**src/rtl/fnd_receiver_if.sv**
```systemverilog
// FND scan bus plus the decoded readback results, grouped for the receiver port list.
// The master drives the active-low digit/segment lines; the slave publishes decoded frames.
interface fnd_receiver_if;
    logic [3:0]  fnd_digit;
    logic [7:0]  fnd_data;
    logic        frame_valid;
    logic [13:0] value;
    logic [3:0]  digit_1;
    logic [3:0]  digit_10;
    logic [3:0]  digit_100;
    logic [3:0]  digit_1000;
    logic        frame_err;
    logic        link_lost;

    modport master (
        output fnd_digit, fnd_data,
        input  frame_valid, value, digit_1, digit_10, digit_100, digit_1000, frame_err, link_lost
    );

    modport slave (
        input  fnd_digit, fnd_data,
        output frame_valid, value, digit_1, digit_10, digit_100, digit_1000, frame_err, link_lost
    );
endinterface

```
**src/rtl/fnd_receiver.sv**
```systemverilog
// Decodes the multiplexed 4-digit FND bus back to BCD digits and a binary value.
// A digit is taken STABLE_CYCLES+3 cycles after the bus settles; no backpressure, frames publish as they complete.
module fnd_receiver #(
    parameter int STABLE_CYCLES  = 16,
    parameter int TIMEOUT_CYCLES = 1_000_000
) (
    input  logic          clk,
    input  logic          reset,
    fnd_receiver_if.slave bus
);
    localparam int CW = $clog2(STABLE_CYCLES + 1);
    localparam int TW = $clog2(TIMEOUT_CYCLES);
    localparam logic [CW-1:0] C_STABLE  = CW'(STABLE_CYCLES);
    localparam logic [CW-1:0] C_ACCEPT  = CW'(STABLE_CYCLES - 1);
    localparam logic [TW-1:0] C_TMO_MAX = TW'(TIMEOUT_CYCLES - 1);

    logic [3:0]    r_dig_meta, r_dig_s, r_dig_p;
    logic [7:0]    r_dat_meta, r_dat_s, r_dat_p;
    logic [CW-1:0] r_cnt;
    logic [3:0]    r_mask;
    logic [3:0]    r_slot  [4];
    logic [3:0]    r_digit [4];
    logic [13:0]   r_value;
    logic          r_err;
    logic          r_fv;
    logic          r_seen;
    logic [TW-1:0] r_tmo;

    logic          w_same;
    logic          w_accept;
    logic          w_pos_ok;
    logic          w_capture;
    logic          w_complete;
    logic [1:0]    w_idx;
    logic [3:0]    w_code;
    logic [3:0]    w_mask_next;
    logic [3:0]    w_new [4];
    logic [13:0]   w_value;
    logic          w_err;

    function automatic logic [3:0] f_decode(input logic [6:0] seg);
        case (seg)
            7'h40:   f_decode = 4'd0;
            7'h79:   f_decode = 4'd1;
            7'h24:   f_decode = 4'd2;
            7'h30:   f_decode = 4'd3;
            7'h19:   f_decode = 4'd4;
            7'h12:   f_decode = 4'd5;
            7'h02:   f_decode = 4'd6;
            7'h78:   f_decode = 4'd7;
            7'h00:   f_decode = 4'd8;
            7'h10:   f_decode = 4'd9;
            7'h7F:   f_decode = 4'hF;
            default: f_decode = 4'hE;
        endcase
    endfunction

    // Blank and invalid codes contribute nothing to the rebuilt value.
    function automatic logic [13:0] f_bin(input logic [3:0] code);
        f_bin = (code <= 4'd9) ? {10'd0, code} : 14'd0;
    endfunction

    // Idle bus is all-ones, so the synchronizers reset to that state.
    always_ff @(posedge clk or posedge reset) begin
        if (reset) begin
            r_dig_meta <= 4'hF;
            r_dig_s    <= 4'hF;
            r_dig_p    <= 4'hF;
            r_dat_meta <= 8'hFF;
            r_dat_s    <= 8'hFF;
            r_dat_p    <= 8'hFF;
        end else begin
            r_dig_meta <= bus.fnd_digit;
            r_dig_s    <= r_dig_meta;
            r_dig_p    <= r_dig_s;
            r_dat_meta <= bus.fnd_data;
            r_dat_s    <= r_dat_meta;
            r_dat_p    <= r_dat_s;
        end
    end

    assign w_same   = (r_dig_s == r_dig_p) && (r_dat_s == r_dat_p);
    assign w_accept = w_same && (r_cnt == C_ACCEPT);
    assign w_code   = f_decode(r_dat_s[6:0]);

    always_ff @(posedge clk or posedge reset) begin
        if (reset) begin
            r_cnt <= '0;
        end else if (!w_same) begin
            r_cnt <= '0;
        end else if (r_cnt < C_STABLE) begin
            r_cnt <= r_cnt + 1'b1;
        end
    end

    always_comb begin
        w_pos_ok = 1'b1;
        w_idx    = 2'd0;
        case (r_dig_s)
            4'b1110: w_idx = 2'd0;
            4'b1101: w_idx = 2'd1;
            4'b1011: w_idx = 2'd2;
            4'b0111: w_idx = 2'd3;
            default: w_pos_ok = 1'b0;
        endcase
    end

    assign w_capture   = w_accept && w_pos_ok;
    assign w_mask_next = r_mask | (4'b0001 << w_idx);
    assign w_complete  = w_capture && (w_mask_next == 4'hF);

    // Slot view including the code being captured this edge, so completion publishes it too.
    always_comb begin
        w_err = 1'b0;
        for (int i = 0; i < 4; i++) begin
            w_new[i] = (w_capture && (w_idx == 2'(i))) ? w_code : r_slot[i];
            if (w_new[i] == 4'hE) begin
                w_err = 1'b1;
            end
        end
        w_value = f_bin(w_new[3]) * 14'd1000 + f_bin(w_new[2]) * 14'd100
                + f_bin(w_new[1]) * 14'd10   + f_bin(w_new[0]);
    end

    always_ff @(posedge clk or posedge reset) begin
        if (reset) begin
            r_mask <= 4'h0;
            for (int i = 0; i < 4; i++) begin
                r_slot[i] <= 4'h0;
            end
        end else if (w_capture) begin
            r_slot[w_idx] <= w_code;
            r_mask        <= w_complete ? 4'h0 : w_mask_next;
        end
    end

    always_ff @(posedge clk or posedge reset) begin
        if (reset) begin
            r_fv    <= 1'b0;
            r_value <= 14'd0;
            r_err   <= 1'b0;
            for (int i = 0; i < 4; i++) begin
                r_digit[i] <= 4'h0;
            end
        end else begin
            r_fv <= w_complete;
            if (w_complete) begin
                r_value <= w_value;
                r_err   <= w_err;
                for (int i = 0; i < 4; i++) begin
                    r_digit[i] <= w_new[i];
                end
            end
        end
    end

    // Counter restarts after each published frame; r_seen covers the window before the first one.
    always_ff @(posedge clk or posedge reset) begin
        if (reset) begin
            r_tmo  <= '0;
            r_seen <= 1'b0;
        end else if (r_fv) begin
            r_tmo  <= '0;
            r_seen <= 1'b1;
        end else if (r_tmo != C_TMO_MAX) begin
            r_tmo <= r_tmo + 1'b1;
        end
    end

    assign bus.frame_valid = r_fv;
    assign bus.value       = r_value;
    assign bus.digit_1     = r_digit[0];
    assign bus.digit_10    = r_digit[1];
    assign bus.digit_100   = r_digit[2];
    assign bus.digit_1000  = r_digit[3];
    assign bus.frame_err   = r_err;
    assign bus.link_lost   = !r_fv && (!r_seen || (r_tmo == C_TMO_MAX));
endmodule

```
**src/flat_wrapper.sv**
```systemverilog
// flat-port wrapper written by rule: the top's interface ports become plain ports
module fnd_receiver_flat 
#(
    parameter int STABLE_CYCLES  = 16,
    parameter int TIMEOUT_CYCLES = 1_000_000
)
  (clk, reset, bus_fnd_digit, bus_fnd_data, bus_frame_valid, bus_value, bus_digit_1, bus_digit_10, bus_digit_100, bus_digit_1000, bus_frame_err, bus_link_lost);
  fnd_receiver_if bus_i ();
  input  logic clk;
  input  logic reset;
  input wire logic [$bits(bus_i.fnd_digit)-1:0] bus_fnd_digit;
  input wire logic [$bits(bus_i.fnd_data)-1:0] bus_fnd_data;
  output wire logic [$bits(bus_i.frame_valid)-1:0] bus_frame_valid;
  output wire logic [$bits(bus_i.value)-1:0] bus_value;
  output wire logic [$bits(bus_i.digit_1)-1:0] bus_digit_1;
  output wire logic [$bits(bus_i.digit_10)-1:0] bus_digit_10;
  output wire logic [$bits(bus_i.digit_100)-1:0] bus_digit_100;
  output wire logic [$bits(bus_i.digit_1000)-1:0] bus_digit_1000;
  output wire logic [$bits(bus_i.frame_err)-1:0] bus_frame_err;
  output wire logic [$bits(bus_i.link_lost)-1:0] bus_link_lost;
  assign bus_i.fnd_digit = bus_fnd_digit;
  assign bus_i.fnd_data = bus_fnd_data;
  assign bus_frame_valid = bus_i.frame_valid;
  assign bus_value = bus_i.value;
  assign bus_digit_1 = bus_i.digit_1;
  assign bus_digit_10 = bus_i.digit_10;
  assign bus_digit_100 = bus_i.digit_100;
  assign bus_digit_1000 = bus_i.digit_1000;
  assign bus_frame_err = bus_i.frame_err;
  assign bus_link_lost = bus_i.link_lost;
  fnd_receiver #(.STABLE_CYCLES(STABLE_CYCLES), .TIMEOUT_CYCLES(TIMEOUT_CYCLES)) u_core (.clk(clk), .reset(reset), .bus(bus_i));
endmodule
```
**config.mk**
```make
export PLATFORM = sky130hd
export DESIGN_NAME = fnd_receiver_flat
export DESIGN_NICKNAME = d
export VERILOG_FILES = /design/src/rtl/fnd_receiver_if.sv /design/src/rtl/fnd_receiver.sv /design/src/flat_wrapper.sv
export SDC_FILE = /design/constraint.sdc
export NUM_CORES = 1
export LEC_CHECK = 0
export CAP_MARGIN = 15
export CORE_ASPECT_RATIO = 0.6
export CORE_MARGIN = 10
export CORE_UTILIZATION = 30
export CTS_BUF_LIST = sky130_fd_sc_hd__clkbuf_4 sky130_fd_sc_hd__clkbuf_8
export CTS_CLUSTER_SIZE = 8
export DETAILED_ROUTE_END_ITERATION = 16
export DONT_BUFFER_PORTS = 1
export SYNTH_ARGS = -nofsm -noshare
export SYNTH_HDL_FRONTEND = slang
export SYNTH_SLANG_ARGS = --single-unit
export TNS_END_PERCENT = 50
```
**constraint.sdc**
```tcl
create_clock -name clk -period 6.62 [get_ports clk]
set_clock_uncertainty 0.05 [all_clocks]
set_input_delay 1.324 -clock clk [delete_from_list [all_inputs] [get_ports clk]]
set_output_delay 1.324 -clock clk [all_outputs]
set_load 0.05 [all_outputs]
```
After elaboration in Yosys (flattened, before gate mapping)

Index checks and enable logic that the tools add are counted.

Flip-flop bits (word level): 114
Input port bits: 14
Output and inout port bits: 33
Logic and storage cells: 107

Add/subtract/negate cells: 5
Multipliers: 3
Magnitude comparators: 7
Equality and inequality tests: 28
Shift operators: 1
Muxes and demuxes: 23
Bitwise gates (word level): 2
Reduce and logical (&&, ||, !) cells: 17

Operator list:

| cell                                                                  | number |
|---|---|
| 4-bit case mux with 11 select lines                                   | 1 |
| 14-bit adder                                                          | 3 |
| 20-bit 2-to-1 mux                                                     | 2 |
| 4-bit 2-to-1 mux                                                      | 10 |
| 4-bit == test (second input constant)                                 | 8 |
| 7-bit == test (second input constant)                                 | 4 |
| 7-bit by 5-bit == test with 1-bit output (second input constant)      | 3 |
| 20-bit by 1-bit adder with 20-bit output (second input constant)      | 1 |
| 20-bit == test (second input constant)                                | 1 |
| 20-bit inequality test (second input constant)                        | 1 |
| 16-bit bitwise mux                                                    | 1 |
| 4-bit less-or-equal comparator (second input constant)                | 4 |
| 7-bit by 6-bit == test with 1-bit output (second input constant)      | 2 |
| 14-bit by 3-bit multiplier with 13-bit output (second input constant) | 1 |
| 14-bit by 5-bit multiplier with 12-bit output (second input constant) | 1 |
| 14-bit by 7-bit multiplier with 11-bit output (second input constant) | 1 |
| 1-bit logical AND                                                     | 10 |
| 5-bit 2-to-1 mux                                                      | 2 |
| 4-bit demux with 2-bit select                                         | 1 |
| 8-bit == test                                                         | 1 |
| 7-bit by 2-bit == test with 1-bit output (second input constant)      | 1 |
| 7-bit logical NOT                                                     | 1 |
| 2-bit case mux with 3 select lines                                    | 1 |
| 5-bit by 1-bit adder with 5-bit output (second input constant)        | 1 |
| 18 further kinds                                                      | 24 |

Logic depth before layout (Yosys ltp)

Gate-level depths: netlist of the first run.

Depth after elaboration: 12
Mapped depth: 30
Gate-level depth less buffers: 29

Worst setup path before layout of the first run

OpenSTA, ideal clock, no wires.

Kind: register -> register
From: reg u_core.r_dat_s[4]
To: reg u_core.r_value[13] (netlist: u_core.bus.value[13])
Library setup time: 125 ps
Data arrival time: 6681 ps
Data required time: 6445 ps
Path slack: -237 ps
Stages on the path, launching flop included: 29
Clock period less this slack: 6857 ps
Cells stage by stage: dfstp_2 clkbuf_1 xnor2_1 nand4_1 or4b_1 buf_2 nor2_1 mux2i_1 nand2_1 nor2_1 ha_1 ha_1 inv_1 fa_1 inv_1 ha_1 nor2b_1 o21ai_0 nand2b_1 xnor2_1 ha_1 ha_1 ha_1 or3_1 a311oi_1 o41a_1 nor4_1 nor4_1 nand2_1

Longest elaborated chain between the ends: 12

Ends and longest elaborated chain:

| element                                                                                                | line                | text |
|---|---|---|
| start, declared                                                                                        | fnd_receiver.sv:18  | `logic [7:0] r_dat_meta, r_dat_s, r_dat_p;` |
| start signal, assigned                                                                                 | fnd_receiver.sv:77  | `r_dat_s <= r_dat_meta;` |
| parallel branches: the longest is 12 deep, another holds 14-bit by 5-bit multiplier with 12-bit output | n/a                 |  |
| end signal, assigned                                                                                   | fnd_receiver.sv:148 | `r_value <= w_value;` |
| end, declared                                                                                          | fnd_receiver.sv:23  | `logic [13:0] r_value;` |

Several ways; the timed one is not identified.
A chain may end at the register's enable or synchronous reset.

Worst setup path after layout of the first run

From: reg u_core.r_dig_s[3]
To: reg u_core.r_value[13] (netlist: u_core.bus.value[13])

Longest elaborated chain between the ends: 12

Ends and longest elaborated chain:

| element                                                                                                               | line                                   | text |
|---|---|---|
| start, declared                                                                                                       | fnd_receiver.sv:17                     | `logic [3:0] r_dig_meta, r_dig_s, r_dig_p;` |
| start signal, assigned                                                                                                | fnd_receiver.sv:74                     | `r_dig_s <= r_dig_meta;` |
| 4-bit == test, or another cell as far along                                                                           | fnd_receiver.sv:99                     | `case (r_dig_s)` |
| 4-bit OR reduction (no line) / 1-bit logical AND (equally long branches)                                              | n/a                                    |  |
| 1-bit 2-to-1 mux / 1-bit logical AND (equally long branches)                                                          | fnd_receiver.sv:99, fnd_receiver.sv:83 |  |
| 1-bit logical AND                                                                                                     | fnd_receiver.sv:108                    | `assign w_capture = w_accept && w_pos_ok;` |
| 1-bit logical AND                                                                                                     | fnd_receiver.sv:116                    | `w_new[i] = (w_capture && (w_idx == 2'(i))) ? w_code : r_slot[i];` |
| 4-bit 2-to-1 mux                                                                                                      | fnd_receiver.sv:116                    |  |
| 4-bit less-or-equal comparator                                                                                        | fnd_receiver.sv:60                     | `f_bin = (code <= 4'd9) ? {10'd0, code} : 14'd0;` |
| 4-bit 2-to-1 mux                                                                                                      | fnd_receiver.sv:60                     |  |
| 14-bit by 5-bit multiplier with 12-bit output / 14-bit by 7-bit multiplier with 11-bit output (equally long branches) | fnd_receiver.sv:121                    | `w_value = f_bin(w_new[3]) * 14'd1000 + f_bin(w_new[2]) * 14'd100` |
| 14-bit adder                                                                                                          | fnd_receiver.sv:121                    |  |
| 14-bit adder (2 in a row)                                                                                             | fnd_receiver.sv:122                    | `+ f_bin(w_new[1]) * 14'd10 + f_bin(w_new[0]);` |

Parallel ways exist; a longest one is shown, timed or not.

==> results.json, run 1 <==
{
  "ios": 47,
  "n_antenna_cell": 0,
  "yosysMostFrequentCell": "dfrtp_1",
  "r2r-start": "u_core.r_dig_s[3]",
  "hold_end": "u_core.r_dig_s[2]",
  "layout-drive-gt1-share": 0.268,
  "ys_warn_count": 0,
  "grt_usage": 0.108,
  "reg2reg_slack_ns": 0.19,
  "netlist_instances": 620,
  "ir_drop_uv": 135,
  "clkSlewWorstSetupHoldPaths_ns": 0.07,
  "num_vias": 4532,
  "grt_max_degree": 72,
  "hold_viol": 0,
  "startpoint_type": "flip-flop",
  "slew_viol_final": 0,
  "area_growth_pct": 22.4,
  "ys_seq_area_frac": 0.454,
  "status": "finished, final reports clean",
  "wl_met1_um": 8050,
  "max_freq_mhz": 155,
  "die_w_um": 208,
  "route.detailed.drc": 0,
  "rr_worst_depth": 26,
  "cp_data_arrival_time_ns": 6.72,
  "worst_pin_slew_ns": 1.05,
  "ys_ff_latch": 114,
  "num-nets-final": 765,
  "antenna_found_initial": 0,
  "detail-route-antenna-nets": 0,
  "viasPerCell": 4.66,
  "die_area_sq_um": 27700,
  "grt_pass1_wl_um": 23700,
  "start_util": 0.304,
  "finalSetupViolCount": 0,
  "cellPowerDensity_nw_per_um2": 179,
  "slew_headroom": 0.299,
  "cts_max_path_buffers": 2,
  "synthFlopType": "dfrtp_1",
  "wl_um": 15200,
  "overflow": 0,
  "min-delay-path-class": "reg -> reg",
  "leakage_nw": 3.80,
  "p_int_mw": 1.04,
  "multi_input_area_sq_um": 3480,
  "worstSetupPathType": "reg -> reg",
  "grt_pass1_vias": 4288,
  "cpMaxStageDelayCell": "dfstp_2",
  "cts-root-buf": "clkbuf_8",
  "rsz0062_at_grt": "yes",
  "core_area_sq_um": 21000,
  "path_delay_family": "simple AND/OR/NAND/NOR gates",
  "clkPwrFrac": 0.448,
  "power_frac_comb": 0.035,
  "h-tree-depth": 4,
  "syn_nets": 704,
  "dr_wl_met2_um": 5720,
  "crit_path_end_kind": "flip-flop",
  "reg2reg_to": "u_core.bus.value[13]",
  "maxCapViolations": 0,
  "fin_total_pwr_mw": 1.40,
  "drt_iter0_markers": 253,
  "port_buffers": 0,
  "cts_tree": "done",
  "top_layer_used": "met4",
  "async_reset_ff_frac": 1.00,
  "synth_area_leader_cell": "dfrtp_1",
  "min_period_over_period": 0.972,
  "synth_top_area_frac": 0.306,
  "required_ns": 6.90,
  "avgSynthCellArea_sq_um": 10.3,
  "synthTopCellsByArea": "dfrtp_1 (31%), dfstp_2 (15%), ha_1 (11%)",
  "cts_num_sinks": 114,
  "cpPeakStageDelay_ns": 0.56,
  "rows": 41,
  "numCtsBuffers": 17,
  "whs_ns": 0.300,
  "switching_share": 0.253,
  "die_h_um": 133,
  "regArea_sq_um": 2900,
  "period_needed_ns": 6.43,
  "cp.depth": 26,
  "holdPathStages": 0,
  "synth.top_cells.by_count": "dfrtp_1 (78), nand2_1 (71), inv_1 (58)",
  "final_util": 0.373,
  "holdCritStartpoint": "u_core.r_dig_meta[2]",
  "worstSkewPairLatency_ns": 0.45,
  "wl_per_cell_um": 15.7,
  "place_congestion": 0.836,
  "tns_ns": 0,
  "firstDrtPassIters": 5,
  "path_max_fanout": 4,
  "place_hpwl_um": 10900,
  "synth.distinct_cells": 58,
  "wl_met3_um": 1340,
  "ctsHoldBuffers": 0,
  "crit_buf_inv": 2,
  "p_sw_uw": 353,
  "synthesis.area_sq_um": 6380,
  "cp_common_cell": "ha_4",
  "pwr-share-seq": 0.517,
  "synth_edf_count": 0,
  "nFillCells": 2028
}
[worst max-delay path by stage]
stage                     slack, ns              start                    to
final                          0.19  u_core.r_dig_s[3]  u_core.bus.value[13]
after global routing          -0.14  u_core.r_dig_s[3]  u_core.bus.value[13]
after CTS                      0.01  u_core.r_dig_s[0]  u_core.bus.value[13]
after detailed placement      -0.16  u_core.r_dat_s[6]  u_core.bus.value[13]
after global placement        0.008  u_core.r_dig_s[3]  u_core.bus.value[13]
after floorplan                0.01  u_core.r_dat_s[5]  u_core.bus.value[13]
[stage by stage]
stage | area [sq um] | instances | setup WS, ns
CTS | 7460 | 958 | 0.0132
global route | 7820 | 973 | -0.139
finish | 7820 | 973 | 0.187
floorplan | 6400 | 620 | 0.0103
global placement | 6960 | 919 | 0.00809
detailed placement | 6960 | 919 | -0.157
[cells in the final DEF, fill, tap and decap left out, types with 25 or more instances in the layout]
cell type | Yosys | layout
buf_4 | 0 | 61
dfrtp_1 | 78 | 78
dfstp_2 | 36 | 36
ha_1 | 55 | 44
inv_1 | 58 | 53
nand2_1 | 71 | 69
nor2_1 | 49 | 45
o21ai_0 | 35 | 33
xnor2_1 | 25 | 25
xor2_1 | 29 | 28
[routing by layer]
layer,track usage,up-vias
li1,-,2215
met1,0.160,2211
met2,0.132,91
met3,0.0498,15
met4,0.0277,0
met5,0,-
[what timing repair did]
item	in CTS	in global routing
endpoints found under the hold margin	0	0
resized for setup	11	43
buffers inserted	7	15
pin swaps	7	30
endpoints found under the setup margin	1	4
[power by group through the flow]
stage	logic [mW]	registers [mW]	clock network, mW
2_1_floorplan	0.0346	0.733	0
3_3_place_gp	0.0483	0.734	0
3_5_place_dp	0.0487	0.734	0
4_1_cts	0.0498	0.722	0.643
5_1_grt	0.0555	0.723	0.675
6_report	0.0489	0.722	0.625
[kinds of logic (layout without fill, tap and decap cells)]
kind of cell / after synthesis / in the layout / share of synthesized area
AOI/OAI and AO/OA: 87 / 87 / 0.0827
buffers and inverters: 79 / 153 / 0.0492
and+or+nand+nor: 199 / 199 / 0.158
DFF: 114 / 114 / 0.454
xor gates and xnor gates: 54 / 54 / 0.0741
muxes: 17 / 17 / 0.0270
adders and majority gates: 70 / 70 / 0.155
[state kept, by name (all words and copies together) (netlist names), 5 cells and up]
name and flops:
u_core.bus.value 14, u_core.r_cnt 5, u_core.r_dat_p 8, u_core.r_slot 16, u_core.r_dat_meta 8, u_core.r_tmo 20, u_core.r_dat_s 8
[area by class of cell]
| type | instances | area share |
|---|---|---|
| Timing Repair Buffer | 63 | 0.0626 |
| Inverter | 58 | 0.0285 |
| Tap cell | 279 | 0.0447 |
| Sequential cell | 114 | 0.371 |
| Clock inverter | 10 | 0.00976 |
| Clock buffer | 22 | 0.0387 |
| Multi-Input combinational cell | 427 | 0.445 |
[worst reg2reg max path, cell delays in order, from the launching register on]
cell	delay, ns
dfstp_2	0.56
xor2_2	0.07
nor4_2	0.34
or4b_4	0.54
nor2_4	0.20
mux2i_4	0.31
nand2_2	0.10
nor2_4	0.15
ha_4	0.23
ha_4	0.28
inv_4	0.04
fa_1	0.48
inv_2	0.05
ha_4	0.21
nor2b_4	0.12
o21ai_2	0.14
nand2b_1	0.11
xnor2_1	0.19
ha_1	0.26
ha_1	0.28
ha_2	0.18
or3_4	0.33
a311oi_4	0.37
o41a_1	0.28
a211oi_2	0.07
nor4_2	0.28
nand2_1	0.07
Note: power is estimated with default switching activity, not from simulation.
==> run 2, diff against run 1 <==
--- a/config.mk
+++ b/config.mk
@@ -9,10 +9,11 @@
 export CORE_ASPECT_RATIO = 0.6
 export CORE_MARGIN = 10
 export CORE_UTILIZATION = 30
-export CTS_BUF_LIST = sky130_fd_sc_hd__clkbuf_4 sky130_fd_sc_hd__clkbuf_8
+export CTS_BUF_LIST = sky130_fd_sc_hd__clkbuf_4 sky130_fd_sc_hd__clkbuf_8 sky130_fd_sc_hd__clkbuf_16
 export CTS_CLUSTER_SIZE = 8
 export DETAILED_ROUTE_END_ITERATION = 16
 export DONT_BUFFER_PORTS = 1
+export SKIP_CTS_REPAIR_TIMING = 1
 export SYNTH_ARGS = -nofsm -noshare
 export SYNTH_HDL_FRONTEND = slang
 export SYNTH_SLANG_ARGS = --single-unit
==> run 2 against run 1 <==
Global-route usage shrank 0.051 points. Final cell count shrank 0.41%. Worst hold slack gained 0.0023 ns. Largest cell class unchanged. Worst setup slack gained 0.064 ns. First-iteration DRC count grew 8.3%. Critical path type unchanged. Power grew 18%. Via count shrank 0.93%.
==> results.json, run 2 (synthesized netlist as in run 1, its figures left out) <==
{
  "leakage_nw": 3.84,
  "wl_um": 15100,
  "die_w_um": 208,
  "place_ws_ns": -0.157,
  "viasPerCell": 4.63,
  "ios": 47,
  "numCtsBuffers": 17,
  "crit_path_end_kind": "flip-flop",
  "cp_data_arrival_time_ns": 6.62,
  "min-delay-path-class": "reg -> reg",
  "finalSetupViolCount": 0,
  "num_vias": 4490,
  "clkSlewWorstSetupHoldPaths_ns": 0.06,
  "rows": 41,
  "worstSkewPairLatency_ns": 0.41,
  "port_buffers": 0,
  "grt_pass1_vias": 4258,
  "largest_register_ffs": 20,
  "hold_viol": 0,
  "die_area_sq_um": 27700,
  "grt_usage": 0.107,
  "cts_max_path_buffers": 2,
  "grt_max_degree": 72,
  "h-tree-depth": 4,
  "status": "finished, final reports clean",
  "antenna_found_initial": 0,
  "final_common_cell": "dfrtp_1",
  "cellPowerDensity_nw_per_um2": 205,
  "die_h_um": 133,
  "ir_drop_uv": 169,
  "cts_num_sinks": 114,
  "place_hpwl_um": 10900,
  "design_area_sq_um": 8000,
  "max_freq_mhz": 157,
  "n_antenna_cell": 0,
  "setup_ws_ns": 0.250,
  "min_period_over_period": 0.962,
  "route.detailed.drc": 0,
  "num-nets-final": 761,
  "wl_per_cell_um": 15.6,
  "layout-drive-gt1-share": 0.267,
  "area_growth_pct": 25.3,
  "period_needed_ns": 6.37,
  "firstDrtPassIters": 5,
  "grt_pass1_wl_um": 23600,
  "start_util": 0.304,
  "slew_headroom": 0.300,
  "placed_area_sq_um": 6960,
  "required_ns": 6.87,
  "overflow": 0,
  "tns_ns": 0,
  "final_cell_mix": "dfrtp_1 (78), nand2_1 (68), buf_4 (56)",
  "path_max_fanout": 7,
  "maxCapViolations": 0,
  "drt_iter0_markers": 274,
  "worstSetupPathType": "reg -> reg",
  "cts-root-buf": "clkbuf_16",
  "startpoint_type": "flip-flop",
  "detail-route-antenna-nets": 0,
  "core_area_sq_um": 21000,
  "place_congestion": 0.836,
  "worst_pin_slew_ns": 1.05,
  "slew_viol_final": 0,
  "top_register": "u_core.r_tmo",
  "cts_tree": "done"
}
==> run 2: cell count changes in the layout (fill, tap and decap cells not counted), sizes merged <==
cell,previous run,this run
buf,63,59
==> run 2: worst paths after layout <==
path	from	end	slack, ns	depth (start not counted)
max	u_core.r_dig_s[0]	u_core.bus.value[13]	0.25	22
min	u_core.r_dig_meta[2]	u_core.r_dig_s[2]	0.30	0
max reg2reg	u_core.r_dig_s[0]	u_core.bus.value[13]	0.25	22
min reg2reg	u_core.r_dig_meta[2]	u_core.r_dig_s[2]	0.30	0
max in group asynchronous	reset	u_core.r_dat_p[0]	4.49	2
min in group asynchronous	reset	u_core.r_tmo[2]	0.92	1
==> run 2: final cells by class <==
type | count | area [sq um]
Sequential cell | 114 | 2900
Timing Repair Buffer | 59 | 463
Clock inverter | 10 | 76.3
Inverter | 58 | 223
Tap cell | 279 | 349
Clock buffer | 22 | 494
Fill cell | 2008 | 13000
Multi-Input combinational cell | 427 | 3500
==> run 2: metrics by stage <==
stage          hold slack [ns]  power (mW)  std cells  utilization
2_1_floorplan            0.295       0.768        620            -
3_3_place_gp             0.298       0.783        919        0.332
3_5_place_dp             0.297       0.783        919        0.332
4_1_cts                  0.303        1.66        951        0.359
5_1_grt                  0.304        1.71        969        0.381
6_report                 0.302        1.64        969        0.381
==> run 2: where the power goes <==
group / switching, mW / leakage, nW / internal, mW
clock: 0.343 / 0.263 / 0.529
sequential: 0.00564 / 1.45 / 0.718
combinational: 0.0322 / 2.12 / 0.0162
==> run 2: critical path, cell delays in order, from the launching register on <==
cell      delay (ns)
dfstp_2         0.55
xor2_2          0.07
nor4_2          0.33
or4b_4          0.55
buf_6           0.17
nor4_4          0.27
buf_6           0.18
mux2_4          0.39
nor2_4          0.19
ha_4            0.23
ha_4            0.16
fa_2            0.57
fa_1            0.47
ha_4            0.30
ha_4            0.20
nor2b_1         0.13
o21ai_1         0.15
nand2b_1        0.22
a311oi_4        0.42
o41a_1          0.23
a211oi_2        0.07
nor4_2          0.31
nand2_1         0.07
==> run 2: metal layers <==
| metal | vias up | GRT usage | share of wire |
|---|---|---|---|
| li1 | 2213 | - | - |
| met1 | 2175 | 0.161 | 0.54 |
| met2 | 90 | 0.130 | 0.37 |
| met3 | 12 | 0.0496 | 0.083 |
| met4 | 0 | 0.0265 | 0.0062 |
| met5 | - | 0 | 0 |
